[src/rtl/memory_arbiter.sv]
// rtl/memory_arbiter.sv - single-port RAM arbiter for instruction/data requests with watchdog
//
// Serialises the request unit's registered enables onto one RAM port. Data
// accesses win over instruction fetches. Hits are registered one-cycle pulses;
// after a hit the arbiter idles one cycle so the requester can drop its enable.
//
// Ports:
//   CLK, nRST              clock (rising edge), asynchronous active-low reset
//   iREN, iaddr            instruction read request and byte address
//   dREN, dWEN, daddr      data read/write request and byte address
//   dstore                 data write value
//   ihit, iload            instruction done pulse, fetched word (held)
//   dhit, dload            data done pulse, loaded word (held, reads only)
//   ram_ren, ram_wen       RAM strobes, decoded from state
//   ram_addr, ram_store    word-aligned RAM address, RAM write data
//   ram_load, ram_ready    RAM read data, RAM access-complete
//   error                  sticky watchdog error

module memory_arbiter #(
    parameter int ADDR_W  = 32,
    parameter int DATA_W  = 32,
    parameter int TIMEOUT = 64
) (
    input  logic              CLK,
    input  logic              nRST,
    input  logic              iREN,
    input  logic [ADDR_W-1:0] iaddr,
    input  logic              dREN,
    input  logic              dWEN,
    input  logic [ADDR_W-1:0] daddr,
    input  logic [DATA_W-1:0] dstore,
    output logic              ihit,
    output logic              dhit,
    output logic [DATA_W-1:0] iload,
    output logic [DATA_W-1:0] dload,
    output logic              ram_ren,
    output logic              ram_wen,
    output logic [ADDR_W-1:0] ram_addr,
    output logic [DATA_W-1:0] ram_store,
    input  logic [DATA_W-1:0] ram_load,
    input  logic              ram_ready,
    output logic              error
);

    localparam int              CNT_W    = $clog2(TIMEOUT + 1);
    localparam logic [CNT_W-1:0] CNT_LAST = CNT_W'(TIMEOUT - 1);

    typedef enum logic [1:0] {
        IDLE = 2'd0,
        DACC = 2'd1,
        IACC = 2'd2,
        ERR  = 2'd3
    } state_t;

    state_t state, next_state;

    // Only the word address is kept; byte-offset bits never reach the RAM.
    logic [ADDR_W-3:0] word_addr;
    logic [DATA_W-1:0] store_q;
    logic              wen_q;
    logic [CNT_W-1:0]  wd_cnt;

    logic in_access;
    logic accept_d;
    logic accept_i;
    logic expire;

    logic unused_byte_bits;
    assign unused_byte_bits = &{1'b0, iaddr[1:0], daddr[1:0]};

    // The hit registers double as the post-hit dead cycle: no new request is
    // taken while either is still high.
    always_comb begin
        in_access = (state == DACC) || (state == IACC);
        accept_d  = (state == IDLE) && !ihit && !dhit && (dREN || dWEN);
        accept_i  = (state == IDLE) && !ihit && !dhit && !(dREN || dWEN) && iREN;
        expire    = in_access && !ram_ready && (wd_cnt == CNT_LAST);
    end

    always_ff @(posedge CLK or negedge nRST) begin
        if (!nRST) begin
            state <= IDLE;
        end else begin
            state <= next_state;
        end
    end

    always_comb begin
        next_state = state;
        ram_ren    = 1'b0;
        ram_wen    = 1'b0;
        case (state)
            IDLE: begin
                if (accept_d) begin
                    next_state = DACC;
                end else if (accept_i) begin
                    next_state = IACC;
                end
            end
            DACC: begin
                ram_wen = wen_q;
                ram_ren = !wen_q;
                if (ram_ready) begin
                    next_state = IDLE;
                end else if (expire) begin
                    next_state = ERR;
                end
            end
            IACC: begin
                ram_ren = 1'b1;
                if (ram_ready) begin
                    next_state = IDLE;
                end else if (expire) begin
                    next_state = ERR;
                end
            end
            ERR: begin
                next_state = ERR;
            end
            default: begin
                next_state = IDLE;
            end
        endcase
    end

    assign ram_addr  = {word_addr, 2'b00};
    assign ram_store = store_q;

    always_ff @(posedge CLK or negedge nRST) begin
        if (!nRST) begin
            word_addr <= '0;
            store_q   <= '0;
            wen_q     <= 1'b0;
            wd_cnt    <= '0;
            ihit      <= 1'b0;
            dhit      <= 1'b0;
            iload     <= '0;
            dload     <= '0;
            error     <= 1'b0;
        end else begin
            ihit <= (state == IACC) && ram_ready;
            dhit <= (state == DACC) && ram_ready;

            if (accept_d) begin
                word_addr <= daddr[ADDR_W-1:2];
                store_q   <= dstore;
                wen_q     <= dWEN;
                wd_cnt    <= '0;
            end else if (accept_i) begin
                word_addr <= iaddr[ADDR_W-1:2];
                wen_q     <= 1'b0;
                wd_cnt    <= '0;
            end else if (in_access && !ram_ready) begin
                wd_cnt <= wd_cnt + CNT_W'(1);
            end

            if ((state == IACC) && ram_ready) begin
                iload <= ram_load;
            end
            if ((state == DACC) && ram_ready && !wen_q) begin
                dload <= ram_load;
            end

            if (expire) begin
                error <= 1'b1;
            end
        end
    end

endmodule

[config.mk]
export PLATFORM = sky130hd
export DESIGN_NAME = memory_arbiter
export DESIGN_NICKNAME = d
export VERILOG_FILES = /design/src/rtl/memory_arbiter.sv
export SDC_FILE = /design/constraint.sdc
export NUM_CORES = 1
export LEC_CHECK = 0
export CAP_MARGIN = 5
export CORE_AREA = 2 2 132 134
export DETAILED_ROUTE_END_ITERATION = 7
export DIE_AREA = 0 0 134 136
export HOLD_SLACK_MARGIN = 0.08
export PLACE_DENSITY_LB_ADDON = 0.15
export SYNTH_ARGS = -nofsm -noshare
export SYNTH_HDL_FRONTEND = slang
export SYNTH_SLANG_ARGS = --single-unit
[constraint.sdc]
create_clock -name CLK -period 2.15 [get_ports CLK]
set_clock_uncertainty 0.1 [all_clocks]
set_input_delay 0.3225 -clock CLK [delete_from_list [all_inputs] [get_ports CLK]]
set_output_delay 0.3225 -clock CLK [all_outputs]
set_load 0.005 [all_outputs]
==> run summary <==
Setup WS post-layout = 0.116 ns
Worst slew margin = 0.646
Synth warnings = 0
Diodes inserted = 0
Clock Sinks = 139
crit-path cells = buf_4 -> ha_1 -> a21oi_1 -> nor2b_1 -> dlygate4sd2_1
post-synthesis sequential area ratio = 0.598
nature of the critical path endpoint = output port
DIE HEIGHT = 136 microns
Worst Setup Slack post-DPL = 0.109 ns
share of cells above drive strength 1 = 0.218
Clock Pin Slew Worst Setup and Hold Paths = 0.06 ns
area delta synth->final = 61.0%
commonest non-fill, non-tap cells in the layout = clkdlybuf4s50_1, dfrtp_1, mux2_2
Tightest Pin Transition = 0.531 ns
Setup violations, final = 0
Die Footprint = 0.0182 sq mm
FF+latch count, synth = 139
crit path DAT = 1.61 ns
Fmax achieved = 0.492 GHz
fin. max-slew vios = 0
Antenna Nets Post-Route = 0
reg2reg path depth = 7
filler instances = 1404
syn_area_per_cell = 14.3 sq um
via count = 4217
DR WL/cell = 15.6 microns
GRT overflow = 0
clk_lat worst skew = 0.41 ns
Max-Cap Viols = 0
clock root cell = clkbuf_16
Final Cycle Share = 0.946
Max VDD drop = 680 uV
final hold violations = 0
first-pass GRT wire length = 22600 microns
pin count of the biggest net entering global routing = 55
core area = 0.0169 sq mm
Buffers on Ports = 260
post-synth cell types = 28
Cells after Synth = 406
Nets = 822
slowest CP cell = dfrtp_1
Starting Density = 0.344
CTS tree = built
Mapped Area = 0.00581 sq mm
antenna violations before repair = 0
Die W = 134 microns
number of remaining DRC errors = 0
RSZ-0062 raised after global routing = false
leak pwr = 0.00419 uW
PD cells = 1440 mW/mm^2
dpl hpwl = 10400 microns
WS Path Type = flop to output port
RD Place Congestion = 0.707
delay of the slowest critical-path stage = 0.39 ns
vias in the first global route = 4441
Initial DRT Pass Iterations = 4
critical path required time = 1.73 ns
crit-path max FO = 3
commonest non-fill, non-tap cell in the layout = clkdlybuf4s50_1
worst-case clock buffer depth = 2
TritonCTS Buffers = 17
CTS H-Tree Depth = 4
# rows = 48
Total GRT Usage = 0.158
status = finished, final reports clean
worst hold path class = input port to async pin
Startpoint Class = flop
post-layout min period = 2.03 ns
initial drt markers = 92
routed wire length = 14400 microns
final hold slack = 0.349 ns
# IOs = 267
vias per std cell = 4.59
Fin Setup TNS = 0 ns
report_power, final:
part	total (uW)	internal, uW	switching [uW]	leakage, uW
Clock	2770	1680	1090	0.000264
Sequential	4580	3900	678	0.00163
Combinational	6100	4060	2040	0.00229
final cells by class:
cell class	count	area [sq um]	area share
clock buffers	22	474	0.0507
clock inverters	9	91.3	0.00976
inverters	5	18.8	0.00201
multi-input cells	239	2150	0.229
flip-flops and latches	139	3480	0.372
well taps	225	282	0.0301
repair buffers	280	2870	0.306
cell usage after synthesis:
master	number	share of area
nand4_1	4	0.0043
mux2_4	30	0.077
mux2i_1	31	0.053
nor3_2	1	0.0017
mux2_2	68	0.13
inv_1	5	0.0032
nand2b_1	1	0.0011
nor3b_4	1	0.0032
buf_6	8	0.015
xnor2_1	1	0.0015
buf_2	9	0.0077
o31ai_1	2	0.0026
nand2_1	5	0.0032
nor2_1	36	0.023
or3_1	1	0.0011
conb_1	1	0.00065
a21oi_1	34	0.029
nor2b_1	3	0.0032
buf_4	7	0.0090
o21a_1	1	0.0013
nor3_1	1	0.00086
ha_1	6	0.013
o21ai_2	1	0.0015
dfrtp_1	139	0.60
and2_1	2	0.0022
xor2_1	4	0.0060
and3_1	1	0.0011
o21ai_0	3	0.0026
cell families (layout without fill, tap and decap cells):
logic type | after synthesis | in the layout | share of synthesized area
adder cells (fa/ha/maj) | 6 | 6 | 0.0129
buffers and inverters | 29 | 316 | 0.0355
other | 1 | 2 | 0.000645
AO/OA/AOI/OAI | 41 | 41 | 0.0372
XOR/XNOR | 5 | 5 | 0.00753
AND/OR/NAND/NOR | 56 | 56 | 0.0452
flip-flops | 139 | 139 | 0.598
multiplexers | 129 | 129 | 0.263
timing repair:
action / in CTS / in global routing
resized for setup: 2 / 0
endpoints found under the setup margin: 2 / 0
hold endpoints to repair: 51 / 0
buffers inserted: 3 / 0
hold buffers: 1 / 0
metrics by stage:
stage | area [sq um] | std cells | total power [uW] | utilization
after CTS | 9360 | 919 | 13700 | 0.554
after global routing | 9360 | 919 | 14300 | 0.554
after floorplan | 5820 | 407 | 7320 | -
after global placement | 8760 | 884 | 10600 | 0.519
after detailed placement | 8760 | 884 | 10800 | 0.519
final | 9360 | 919 | 13500 | 0.554
registers in the layout, indices dropped and copies added, names as in the netlist:
name and flops:
dhit 1, dload 32, error 1, ihit 1
iload 32, ram_store 32, state 2, wd_cnt 7
wen_q 1, word_addr 30
worst max-delay path: cells and delay by family (launching register included):
kind                     cells  cell delay, ns
buffers and inverters        2            0.41
AND/OR/NAND/NOR              1            0.06
AO/OA/AOI/OAI                1            0.14
adder cells (fa/ha/maj)      1            0.21
flip-flops                   1            0.39
final timing paths:
check,slack (ns),to,startpoint
min in group CLK,0.38,error$_DFFE_PN0P_,error$_DFFE_PN0P_
worst min-delay path,0.35,ram_store[0]$_DFFE_PN0N_,nRST
worst min register to register,0.38,error$_DFFE_PN0P_,error$_DFFE_PN0P_
worst max register to register,0.22,ram_store[26]$_DFFE_PN0N_,state[0]$_DFFE_PN0P_
max in group asynchronous,1.01,dload[17]$_DFFE_PN0P_,nRST
worst max-delay path,0.12,ram_ren,state[0]$_DFFE_PN0P_
layer usage:
layer | GRT usage | wire, microns | share of wire
met1 | 0.185 | 5700 | 0.40
met3 | 0.0805 | 1660 | 0.12
met5 | 0 | 0 | 0
met2 | 0.251 | 6750 | 0.47
met4 | 0.0550 | 245 | 0.017
Note: power is estimated with default switching activity, not from simulation.
